## src/rtl/sign_frame_analyzer.sv

```systemverilog
// Streaming RGB->YCbCr object analyzer: per-pixel classification plus per-frame
// bounding box, pixel count and finger (run) estimate published through a valid/ready port.
module sign_frame_analyzer #(
  parameter int PIX_W = 8,
  parameter int COL_W = 8,
  parameter int ROW_W = 8,
  parameter int CNT_W = 16,
  parameter int RUN_W = 3
) (
  input  logic             clk,
  input  logic             rst,
  input  logic             in_valid,
  input  logic [PIX_W-1:0] in_red,
  input  logic [PIX_W-1:0] in_green,
  input  logic [PIX_W-1:0] in_blue,
  input  logic             in_sof,
  input  logic             in_eol,
  input  logic             in_eof,
  input  logic [1:0]       cfg_mode,
  input  logic [PIX_W-1:0] cfg_cb_min,
  input  logic [PIX_W-1:0] cfg_cb_max,
  input  logic [PIX_W-1:0] cfg_cr_min,
  input  logic [PIX_W-1:0] cfg_cr_max,
  input  logic [PIX_W-1:0] cfg_bg_luma,
  input  logic [PIX_W-1:0] cfg_thresh,
  output logic             res_valid,
  input  logic             res_ready,
  output logic [COL_W-1:0] res_min_col,
  output logic [COL_W-1:0] res_max_col,
  output logic [ROW_W-1:0] res_min_row,
  output logic [ROW_W-1:0] res_max_row,
  output logic [CNT_W-1:0] res_count,
  output logic [RUN_W-1:0] res_fingers,
  output logic             res_empty,
  output logic             res_overrun
);
  localparam int STAGES = 2;
  localparam int PW = PIX_W + 8;
  localparam int SW = PIX_W + 11;
  localparam logic signed [SW-1:0] S_MAX  = SW'((1 << PIX_W) - 1);
  localparam logic signed [SW-1:0] S_HALF = SW'(1 << (PIX_W - 1));

  typedef struct packed {
    logic [1:0]       mode;
    logic [PIX_W-1:0] cb_min, cb_max, cr_min, cr_max, bg, th;
  } cfg_t;
  typedef struct packed { logic sof; logic eol; logic eof; } flg_t;
  typedef enum logic {S_IDLE, S_ACTIVE} state_t;

  function automatic logic [PW-1:0] mulk(input logic [PIX_W-1:0] a, input int k);
    return PW'(a) * PW'(k);
  endfunction

  function automatic logic [PIX_W-1:0] clampf(input logic signed [SW-1:0] v);
    if (v < 0) return '0;
    else if (v > S_MAX) return '1;
    else return v[PIX_W-1:0];
  endfunction

  logic [STAGES:0]          r_vld_pipe;
  flg_t [STAGES:0]          r_flg_pipe;
  logic [2:0][2:0][PW-1:0]  r_prod;
  cfg_t                     r_cfg_in, r_cfg_p, w_cfg_in;
  logic [PIX_W-1:0]         r_y, r_cb, r_cr;
  logic signed [SW-1:0]     w_ys, w_cbs, w_crs;
  logic                     r_obj, w_obj, w_skin, w_diff;
  logic [PIX_W-1:0]         w_ad;

  assign w_cfg_in = '{cfg_mode, cfg_cb_min, cfg_cb_max, cfg_cr_min, cfg_cr_max,
                      cfg_bg_luma, cfg_thresh};

  // Stage 1: products; cfg is captured with the sof pixel as it enters
  always_ff @(posedge clk or negedge rst) begin
    if (!rst) begin
      r_vld_pipe <= '0;
      r_flg_pipe <= '0;
      r_prod     <= '0;
      r_cfg_in   <= '0;
    end else begin
      r_vld_pipe <= {r_vld_pipe[STAGES-1:0], in_valid};
      r_flg_pipe <= {r_flg_pipe[STAGES-1:0], (in_valid ? flg_t'({in_sof, in_eol, in_eof}) : flg_t'('0))};
      r_prod[0][0] <= mulk(in_red, 77);  r_prod[0][1] <= mulk(in_green, 150); r_prod[0][2] <= mulk(in_blue, 29);
      r_prod[1][0] <= mulk(in_red, 43);  r_prod[1][1] <= mulk(in_green, 85);  r_prod[1][2] <= mulk(in_blue, 128);
      r_prod[2][0] <= mulk(in_red, 128); r_prod[2][1] <= mulk(in_green, 107); r_prod[2][2] <= mulk(in_blue, 21);
      if (in_valid && in_sof) r_cfg_in <= w_cfg_in;
    end
  end

  always_comb begin
    w_ys  = $signed(SW'(r_prod[0][0])) + $signed(SW'(r_prod[0][1])) + $signed(SW'(r_prod[0][2]));
    w_cbs = $signed(SW'(r_prod[1][2])) - $signed(SW'(r_prod[1][0])) - $signed(SW'(r_prod[1][1]));
    w_crs = $signed(SW'(r_prod[2][0])) - $signed(SW'(r_prod[2][1])) - $signed(SW'(r_prod[2][2]));
  end

  // Stage 2: YCbCr; cfg follows the sof pixel one stage on so a trailing frame keeps its own cfg
  always_ff @(posedge clk or negedge rst) begin
    if (!rst) begin
      r_y <= '0; r_cb <= '0; r_cr <= '0; r_cfg_p <= '0;
    end else begin
      r_y  <= clampf(w_ys >>> 8);
      r_cb <= clampf((w_cbs >>> 8) + S_HALF);
      r_cr <= clampf((w_crs >>> 8) + S_HALF);
      if (r_vld_pipe[0] && r_flg_pipe[0].sof) r_cfg_p <= r_cfg_in;
    end
  end

  always_comb begin
    w_ad   = (r_y >= r_cfg_p.bg) ? r_y - r_cfg_p.bg : r_cfg_p.bg - r_y;
    w_diff = w_ad > r_cfg_p.th;
    w_skin = (r_cb >= r_cfg_p.cb_min) && (r_cb <= r_cfg_p.cb_max) &&
             (r_cr >= r_cfg_p.cr_min) && (r_cr <= r_cfg_p.cr_max);
    case (r_cfg_p.mode)
      2'd0:    w_obj = w_skin;
      2'd1:    w_obj = w_diff;
      2'd2:    w_obj = w_skin && w_diff;
      default: w_obj = w_skin || w_diff;
    endcase
  end

  always_ff @(posedge clk or negedge rst) begin
    if (!rst) r_obj <= 1'b0;
    else      r_obj <= w_obj;
  end

  // Accumulator
  state_t           r_state, w_state_nxt;
  logic             w_take, w_abort, w_done, w_px, w_sof, w_eol, w_eof;
  logic [COL_W-1:0] r_col, w_col, r_minc, r_maxc, w_minc_b, w_maxc_b, w_minc_n, w_maxc_n;
  logic [ROW_W-1:0] r_row, w_row, r_minr, r_maxr, w_minr_b, w_maxr_b, w_minr_n, w_maxr_n;
  logic [CNT_W-1:0] r_cnt, w_cnt_b, w_cnt_n;
  logic [RUN_W-1:0] r_runs, r_maxrun, w_runs_b, w_runs_n, w_mrun_b, w_mrun_n;
  logic             r_prev, w_prev, w_start, r_abort, r_pub;

  assign w_px  = r_vld_pipe[STAGES];
  assign w_sof = r_flg_pipe[STAGES].sof;
  assign w_eof = r_flg_pipe[STAGES].eof;
  assign w_eol = r_flg_pipe[STAGES].eol | w_eof;

  always_ff @(posedge clk or negedge rst) begin
    if (!rst) r_state <= S_IDLE;
    else      r_state <= w_state_nxt;
  end

  always_comb begin
    w_state_nxt = r_state;
    w_take = 1'b0; w_abort = 1'b0; w_done = 1'b0;
    case (r_state)
      S_IDLE: if (w_px && w_sof) begin
        w_take = 1'b1; w_done = w_eof;
        w_state_nxt = w_eof ? S_IDLE : S_ACTIVE;
      end
      default: if (w_px) begin
        w_take = 1'b1; w_abort = w_sof; w_done = w_eof;
        if (w_eof) w_state_nxt = S_IDLE;
      end
    endcase
  end

  always_comb begin
    w_col    = w_sof ? '0 : r_col;
    w_row    = w_sof ? '0 : r_row;
    w_prev   = w_sof ? 1'b0 : r_prev;
    w_cnt_b  = w_sof ? '0 : r_cnt;
    w_runs_b = w_sof ? '0 : r_runs;
    w_mrun_b = w_sof ? '0 : r_maxrun;
    w_minc_b = w_sof ? '1 : r_minc;
    w_maxc_b = w_sof ? '0 : r_maxc;
    w_minr_b = w_sof ? '1 : r_minr;
    w_maxr_b = w_sof ? '0 : r_maxr;
    w_cnt_n  = (r_obj && w_cnt_b != '1) ? w_cnt_b + CNT_W'(1) : w_cnt_b;
    w_minc_n = (r_obj && w_col < w_minc_b) ? w_col : w_minc_b;
    w_maxc_n = (r_obj && w_col > w_maxc_b) ? w_col : w_maxc_b;
    w_minr_n = (r_obj && w_row < w_minr_b) ? w_row : w_minr_b;
    w_maxr_n = (r_obj && w_row > w_maxr_b) ? w_row : w_maxr_b;
    w_start  = r_obj && (w_col == '0 || !w_prev);
    w_runs_n = (w_start && w_runs_b != '1) ? w_runs_b + RUN_W'(1) : w_runs_b;
    w_mrun_n = (w_eol && w_runs_n > w_mrun_b) ? w_runs_n : w_mrun_b;
  end

  always_ff @(posedge clk or negedge rst) begin
    if (!rst) begin
      r_col <= '0; r_row <= '0; r_cnt <= '0; r_runs <= '0; r_maxrun <= '0; r_prev <= 1'b0;
      r_minc <= '0; r_maxc <= '0; r_minr <= '0; r_maxr <= '0;
      r_abort <= 1'b0; r_pub <= 1'b0;
    end else begin
      r_pub   <= w_done;
      r_abort <= w_abort | (r_abort & ~r_pub);
      if (w_take) begin
        r_cnt <= w_cnt_n; r_maxrun <= w_mrun_n;
        r_minc <= w_minc_n; r_maxc <= w_maxc_n; r_minr <= w_minr_n; r_maxr <= w_maxr_n;
        r_prev <= w_eol ? 1'b0 : r_obj;
        r_runs <= w_eol ? '0 : w_runs_n;
        r_col  <= w_eol ? '0 : ((w_col == '1) ? w_col : w_col + COL_W'(1));
        r_row  <= (w_eol && w_row != '1) ? w_row + ROW_W'(1) : w_row;
      end
    end
  end

  // Result port: a publish always wins over a same-cycle consume
  always_ff @(posedge clk or negedge rst) begin
    if (!rst) begin
      res_valid <= 1'b0; res_min_col <= '0; res_max_col <= '0; res_min_row <= '0;
      res_max_row <= '0; res_count <= '0; res_fingers <= '0; res_empty <= 1'b0; res_overrun <= 1'b0;
    end else if (r_pub) begin
      res_valid   <= 1'b1;
      res_empty   <= (r_cnt == '0);
      res_count   <= r_cnt;
      res_fingers <= r_maxrun;
      res_min_col <= (r_cnt == '0) ? '0 : r_minc;
      res_max_col <= (r_cnt == '0) ? '0 : r_maxc;
      res_min_row <= (r_cnt == '0) ? '0 : r_minr;
      res_max_row <= (r_cnt == '0) ? '0 : r_maxr;
      res_overrun <= r_abort | (res_valid & ~res_ready);
    end else if (res_valid && res_ready) begin
      res_valid <= 1'b0;
    end
  end
endmodule

```

## config.mk

```make
export PLATFORM = sky130hd
export DESIGN_NAME = sign_frame_analyzer
export DESIGN_NICKNAME = d
export VERILOG_FILES = /design/src/rtl/sign_frame_analyzer.sv
export SDC_FILE = /design/constraint.sdc
export NUM_CORES = 1
export LEC_CHECK = 0
export BUFFER_PORTS_ARGS = -buffer_cell sky130_fd_sc_hd__buf_4
export CORE_UTILIZATION = 60
export DETAILED_ROUTE_END_ITERATION = 8
export PLACE_DENSITY_LB_ADDON = 0.1
export SYNTH_ARGS = -nofsm -noshare
export SYNTH_HDL_FRONTEND = slang
export SYNTH_SLANG_ARGS = --single-unit
```

## constraint.sdc

```tcl
create_clock -name clk -period 11.5 [get_ports clk]
set_input_delay 0.575 -clock clk [delete_from_list [all_inputs] [get_ports clk]]
set_output_delay 0.575 -clock clk [all_outputs]
set_load 0.02 [all_outputs]
```

==> results.ini, run 1 <==
[routing]
dr_total_vias=16100
routed_wl_um=49330
drc=0
vias_per_cell=5.580
post_drt_wl_per_cell_um=17.10
first_pass_iters=5
drt_iter0_drc=747
final_antenna_net_count=0

[setup_path]
crit_path_top_delay_cell=nor4_1
crit_chain=nor4_1 -> a41oi_1 -> o21ai_0 -> a21o_1 -> a21oi_1 -> xnor2_1 -> ha_1 -> or3_1 -> o21ai_0 -> a31oi_1 -> a21o_1 -> a21o_1 -> xnor2_1 -> ha_1 -> xnor2_1 -> maj3_1
max_stage_delay_ns=0.58
cp_max_fo=8
cp-end-kind=flip-flop
crit_arrival_ns=4.81
crit_type=reg -> reg
crit_family=compound AO/OA/AOI/OAI gates
crit_path_start_kind=flip-flop
cp_num_buf_inv=0
rrSetupSlack_ns=7.12
crit_required_ns=11.93

[sta]
layout_min_cycle_time_ns=4.384
slew_headroom_pct=27.31
maxSlewViolCount=0
setup_tns_ns=0
whs_ns=0.01849
setup_viol=0
tightest_slew_ns=1.088
max_freq_mhz=228.1
period_share_pct=38.12
rsz0062_at_grt=no
hold_viol=0
fin_skew_ns=0.008753

[floorplanning]
die-area_um2=40250
die_w_um=200.6
fp.dieH_um=200.6
io_pins=135
row_count=72
coreArea_um2=38740
start_util_pct=61.10

[cts]
cts_tree=done
cts_hold_buffers=0
clkTransAtPathRegs_ns=0.06
cts_buffer_depth=3
numCtsBuffers=40
cts_setup_buffers=0
clk_latency_ns=0.55
post_cts_resized=0
cts_htree_levels=2
cts_sinks=367
cts_root_buffer=clkbuf_16

[finish]
nNetsFinal=2851
syn2layout_area_growth_pct=12.38
most-common-layout-cells=367 x dfrtp_1, 359 x ha_1, 312 x inv_1
n_antenna_cell=0
layout-drive-gt1-share_pct=15.00
finalNonFillerCells=2885
final_common_cell=dfrtp_1

[hold_path]
hp-class=in -> async

[synth]
ys_ff_latch=367
yosysWarnings=0
synth_cell_type_count=69
synth_top_area_share_pct=38.80
mappedNetlistNets=2701
synth-edff-count=0
synthTopCellsByArea=dfrtp_1 39%, ha_1 19%, mux2_2 6.3%
syn_inst=2190
synth_area_um2=23670
yosysTopAreaCell=dfrtp_1
ys.flop_type=dfrtp_1
async_reset_ff_share_pct=100.0
yosysSeqAreaShare_pct=38.80
syn_area_per_cell_um2=10.81

[flow_run]
cap_viol_max_count=0

[grt]
grt_overflow_total=0
grt_max_degree=155
grt_pass1_wl_um=82370
antenna_found_initial=0
grt_use_total_pct=25.43
grt_pass1_vias=16640

[power]
p_per_area_nw_per_um2=235.6
design_power_total_uw=6268
ir_worst_vdd_mv=0.2506
power_leakage_uw=0.01365

[place]
place.detailed.hpwl_um=38610
dp_cells=2816
io_buffer_count=134
place_congestion=0.9004

[run_status]
status=completed

## worst paths after layout
| path | cells past startpoint | from | to |
|---|---|---|---|
| max in group asynchronous | 3 | rst | r_cfg_p[17]$_DFFE_PN0P_ |
| hold reg to reg | 0 | r_flg_pipe[0]$_DFF_PN0_ | r_flg_pipe[3]$_DFF_PN0_ |
| hold / removal | 1 | rst | res_max_col[0]$_DFFE_PN0P_ |
| min in group clk | 1 | in_valid | r_vld_pipe[0]$_DFF_PN0_ |
| setup reg to reg | 16 | r_prod[51]$_DFF_PN0_ | r_cb[7]$_DFF_PN0_ |
| setup / recovery | 16 | r_prod[51]$_DFF_PN0_ | r_cb[7]$_DFF_PN0_ |
## kinds of logic (layout without fill, tap and decap cells)
| family | Yosys count | in the layout | share of synthesized area (%) |
|---|---|---|---|
| DFF | 367 | 367 | 38.80 |
| buffers and inverters | 351 | 528 | 5.572 |
| adders and majority gates | 432 | 432 | 25.07 |
| AOI/OAI and AO/OA | 396 | 396 | 11.25 |
| xor gates and xnor gates | 134 | 134 | 4.958 |
| and+or+nand+nor | 363 | 363 | 7.432 |
| muxes | 147 | 147 | 6.914 |
## where the power goes
| group | internal (µW) | total, µW | switching (µW) |
|---|---|---|---|
| logic | 1470 | 3140 | 1670 |
| clock network | 759 | 1270 | 513 |
| registers | 1650 | 1860 | 212 |
| total | 3870 | 6270 | 2400 |
## metrics by stage
step	area, µm²	worst slack (ns)	utilization (%)
2_1_floorplan	23670	7.565	-
3_3_place_gp	25300	7.337	65.31
3_5_place_dp	25300	7.248	65.31
4_1_cts	26600	7.170	68.67
5_1_grt	26600	6.875	68.67
6_report	26600	7.116	68.67
## per-layer routing
metal  track usage (%)  vias to the layer above  part of all wire, %
li1                  -                     7796                    -
met1             32.03                     7953                   43
met3             4.075                       84                  3.5
met2             45.19                      264                   51
met4             7.143                        0                  2.5
met5                 0                        -                    0
## state kept, by name, indices dropped and copies added (netlist names), 7 cells and up
register / cells
r_prod: 102
r_flg_pipe: 7
r_maxr: 8
res_min_col: 8
res_count: 16
r_row: 8
r_y: 8
r_cnt: 16
r_cfg_p: 50
r_cr: 8
r_col: 8
res_min_row: 8
r_cb: 8
res_max_col: 8
r_cfg_in: 50
r_minc: 8
res_max_row: 8
r_minr: 8
r_maxc: 8
## synthesized netlist by cell type (4+ instances only)
cell and number:
a31oi_1 8, inv_1 312, buf_1 18, or3_1 12, and2_1 12, nor2b_1 35, a22o_1 54, fa_1 71
o211ai_1 5, and3_1 12, mux2i_1 15, o21bai_1 21, nand3_1 28, a41oi_1 9, nand4_1 15, xor2_1 49
nor2_1 80, o31a_1 4, mux2_2 132, nor4_1 7, a211oi_1 4, nor3_1 17, a311oi_1 5, a21o_1 51
nand2_1 109, o21ai_0 58, dfrtp_1 367, xnor2_1 85, o21ai_1 4, a21oi_1 120, clkbuf_1 18, ha_1 359
nand2b_1 24, o21a_1 16
## area by class of cell
class                      instances  area (µm²)
clock inverter                    16       170.2
tap                              518       648.1
fill                            3050       12140
inverter                         314        1179
multi-input combinational       1472       13180
sequential                       367        9184
timing repair buffer             145        1109
clock buffer                      53        1131
Power figures use the tool's default switching activity.
==> run 2, diff against run 1 <==
Settings changed: ABC_AREA set to 1.
Clock period 11.5 ns to 4.2 ns, I/O delays scaled along.
==> results.ini, run 2 <==
[routing]
drt_iter0_drc=1604  ; was 747
post_drt_wl_per_cell_um=16.15  ; was 17.10 µm
routed_wl_um=64250  ; was 49330 µm
first_pass_iters=9  ; was 5
drc=0  ; unchanged
dr_total_vias=21320  ; was 16100
final_antenna_net_count=0  ; unchanged
vias_per_cell=5.361  ; was 5.580

[grt]
antenna_found_initial=0  ; unchanged
grt_pass1_wl_um=105800  ; was 82370 µm
grt_overflow_total=0  ; unchanged
grt_pass1_vias=21390  ; was 16640
grt_use_total_pct=29.72  ; was 25.43%
grt_max_degree=114  ; was 155

[hold_path]
hp-class=in -> reg  ; was in -> async
hold_start=in_green[2]

[setup_path]
crit_path_start_kind=flip-flop  ; unchanged
crit_chain=ha_1 -> inv_1 -> nor2_1 -> nand2_1 -> o31ai_1 -> nand2_1 -> nand3_1 -> xor2_1 -> ha_1 -> inv_1 -> nor3_1 -> nand2_1 -> nand3_1 -> nor2_1 -> nand3_1 -> xnor2_1 -> ha_1 -> nand2_1 -> o21ai_0 -> inv_1  ; was nor4_1 -> a41oi_1 -> o21ai_0 -> a21o_1 -> a21oi_1 -> xnor2_1 -> ha_1 -> or3_1 -> o21ai_0 -> a31oi_1 -> a21o_1 -> a21o_1 -> xnor2_1 -> ha_1 -> xnor2_1 -> maj3_1
timing.rr.start=r_prod[103]$_DFF_PN0_  ; was r_prod[51]$_DFF_PN0_
cp_common_cell=nand2_1
crit_start=r_prod[103]$_DFF_PN0_  ; was r_prod[51]$_DFF_PN0_
crit_path_top_delay_cell=ha_1  ; was nor4_1
rrSetupSlack_ns=0.41  ; was 7.12 ns
reg2regPathDepth=20  ; was 16
cp-end-kind=flip-flop  ; unchanged
cp-endpoint=r_cr[3]$_DFF_PN0_  ; was r_cb[7]$_DFF_PN0_
crit_arrival_ns=4.25  ; was 4.81 ns
cp_max_fo=8  ; unchanged
crit_type=reg -> reg  ; unchanged
r2r-end=r_cr[3]$_DFF_PN0_  ; was r_cb[7]$_DFF_PN0_
crit_required_ns=4.66  ; was 11.93 ns
max_stage_delay_ns=0.43  ; was 0.58 ns

[floorplanning]
die-area_um2=44590  ; was 40250 µm²
start_util_pct=60.94  ; was 61.10%
row_count=76  ; was 72
fp.dieH_um=211.2  ; was 200.6 µm
die_w_um=211.2  ; was 200.6 µm
io_pins=135  ; unchanged
coreArea_um2=43080  ; was 38740 µm²

[sta]
layout_min_cycle_time_ns=3.792  ; was 4.384 ns
hold_viol=0  ; unchanged
maxSlewViolCount=0  ; unchanged
tightest_slew_ns=1.014  ; was 1.088 ns
period_share_pct=90.29  ; was 38.12%
slew_headroom_pct=32.32  ; was 27.31%
setup_viol=0  ; unchanged
setup_tns_ns=0  ; unchanged
rsz0062_at_grt=no  ; unchanged
fin_skew_ns=0.02559  ; was 0.008753 ns
max_freq_mhz=263.7  ; was 228.1 MHz

[synth]
synth_top_area_share_pct=34.99  ; was 38.80%
synth_area_um2=26250  ; was 23670 µm²
synth_top_family_by_area=adder cells  ; unchanged
syn_area_per_cell_um2=8.304  ; was 10.81 µm²
mappedNetlistNets=3672  ; was 2701
yosysWarnings=0  ; unchanged
synthTopCellsByArea=dfrtp_1 35%, ha_1 17%, nand2_1 10%  ; was dfrtp_1 39%, ha_1 19%, mux2_2 6.3%
synth.most_common_cell=nand2_1  ; was dfrtp_1
ys.flop_type=dfrtp_1  ; unchanged
synth_xor_area_share_pct=4.204  ; was 4.959%
async_reset_ff_share_pct=100.0  ; unchanged
synth_compound_area_share_pct=10.16  ; was 11.25%
synthAdderAreaFrac_pct=22.53  ; was 25.07%
synth.area.mux_share_pct=0.1716  ; was 6.914%
syn_inst=3161  ; was 2190
ys_ff_latch=367  ; unchanged
yosysTopAreaCell=dfrtp_1  ; unchanged
yosys.area_share.simple_pct=19.07  ; was 7.432%
synth-edff-count=0  ; unchanged
synthTopCellsByCount=718 x nand2_1, 525 x inv_1, 367 x dfrtp_1, 359 x ha_1, 216 x nor2_1  ; was 367 x dfrtp_1, 359 x ha_1, 312 x inv_1, 132 x mux2_2, 120 x a21oi_1
yosysSeqAreaShare_pct=34.99  ; was 38.80%
synth_cell_type_count=57  ; was 69

[place]
placed_area_um2=27800  ; was 25300 µm²
place.detailed.hpwl_um=48850  ; was 38610 µm
io_buffer_count=134  ; unchanged
place_congestion=0.9414  ; was 0.9004

[power]
clkPwrFrac_pct=18.2  ; was 20.3%
ir_worst_vdd_mv=0.7806  ; was 0.2506 mV
p_sw_share_pct=46.63  ; was 38.24%
p_int_uw=11180  ; was 3871 µW
p_seq_share_pct=25.2  ; was 29.6%
power.net_switching_uw=9766  ; was 2397 µW
p_per_area_nw_per_um2=698.8  ; was 235.6 nW/µm²
power_frac_comb_pct=56.6  ; was 50.1%
power_leakage_uw=0.01624  ; was 0.01365 µW

[cts]
cts_tree=done  ; unchanged
cts_root_buffer=clkbuf_16  ; unchanged
cts_setup_buffers=0  ; unchanged
cts_buffer_depth=3  ; unchanged
clkTransAtPathRegs_ns=0.06  ; about the same
clk_latency_ns=0.58  ; was 0.55 ns
post_cts_resized=0  ; unchanged
cts_sinks=367  ; unchanged
numCtsBuffers=41  ; was 40
cts_hold_buffers=73  ; was 0
cts_htree_levels=2  ; unchanged

[flow_run]
cap_viol_max_count=0  ; unchanged

[finish]
regMostFlops=r_prod  ; unchanged
largest_reg_flops=102  ; unchanged
final_common_cell=nand2_1  ; was dfrtp_1
fin_area_um2=29970  ; was 26600 µm²
nNetsFinal=3872  ; was 2851
most-common-layout-cells=716 x nand2_1, 523 x inv_1, 366 x dfrtp_1  ; was 367 x dfrtp_1, 359 x ha_1, 312 x inv_1
syn2layout_area_growth_pct=14.17  ; was 12.38%
n_antenna_cell=0  ; unchanged
reg_top3=r_prod (102), r_cfg_in (50), r_cfg_p (50)  ; unchanged
layout-drive-gt1-share_pct=8.373  ; was 15.00%

[run_status]
status=completed  ; unchanged

## run 2: cell types whose count changed in the layout (fill, tap and decap cells not counted), sizes merged, moves of 49 or more
cell / previous run / this run
nand2: 109 / 730
xor2: 49 / 98
inv: 317 / 535
a21oi: 121 / 196
dlygate4sd3: 0 / 73
nand3: 28 / 122
o21ai: 63 / 161
nor2: 80 / 234
mux2: 132 / 4
xnor2: 85 / 28
## run 2: worst min-delay path by stage
| stage | to | slack, ns | cells after the start |
|---|---|---|---|
| after floorplan | r_abort$_DFF_PN0_ | -0.09 | 0 |
| after global placement | res_count[9]$_DFFE_PN0P_ | 0.19 | 1 |
| after detailed placement | res_count[7]$_DFFE_PN0P_ | 0.20 | 1 |
| after CTS | r_prod[66]$_DFF_PN0_ | 0.006 | 2 |
| after global routing | r_prod[66]$_DFF_PN0_ | 0.04 | 2 |
| final | r_prod[66]$_DFF_PN0_ | 0.04 | 2 |
## run 2: area by class of cell
class / count / area, µm²
flip-flops and latches: 367 / 9185
well taps: 585 / 732.0
clock buffers: 52 / 1149
fillers: 3518 / 13110
multi-input cells: 2198 / 14740
inverters: 534 / 2016
clock inverters: 22 / 291.5
repair buffers: 219 / 1859
## run 2: kinds of logic (layout without fill, tap and decap cells)
kind of cell	count (synthesis)	in the layout
xor+xnor	126	126
flops	367	367
mux	4	4
buf+inv	596	827
simple gates	1167	1167
compound gates	471	471
fa+ha+maj	430	430
## run 2: power groups by stage
stage          Sequential [µW]  Combinational, µW  Clock, µW
4_1_cts                   5280              11800       3880
6_report                  5280              11900       3800
3_3_place_gp              5310              11300          0
3_5_place_dp              5330              11600          0
5_1_grt                   5380              13400       4010
2_1_floorplan             5260               8200          0
## run 2: routing by layer
| metal | global-route usage [%] | vias to the layer above | part of all wire (%) | routed length, µm |
|---|---|---|---|---|
| met5 | 0 | - | 0 | 0 |
| met2 | 51.38 | 455 | 49 | 31570 |
| met1 | 37.78 | 10190 | 43 | 27910 |
| li1 | - | 10560 | - | - |
| met4 | 12.57 | 0 | 3.7 | 2380 |
| met3 | 3.256 | 114 | 3.7 | 2382 |
## run 2: per-stage QoR
step                cells  hold WS [ns]  total power [µW]  util [%]  worst slack [ns]
floorplan            3161      -0.08559             13450         -            0.7425
global placement     3830        0.1908             16660     64.53            0.5695
detailed placement   3830        0.1987             16970     64.53            0.4195
CTS                  3977      0.006468             20970     69.57            0.4303
global route         3977       0.04214             22740     69.57           0.03522
finish               3977       0.03832             20940     69.57            0.4077
## run 2: critical path, delay by kind of cell, from the launching register on
family	cells	cell delay, ns
buffers and inverters	3	0.25
AO/OA/AOI/OAI	2	0.54
flip-flops	1	0.42
XOR/XNOR	2	0.33
adder cells (fa/ha/maj)	3	1.02
AND/OR/NAND/NOR	10	1.12
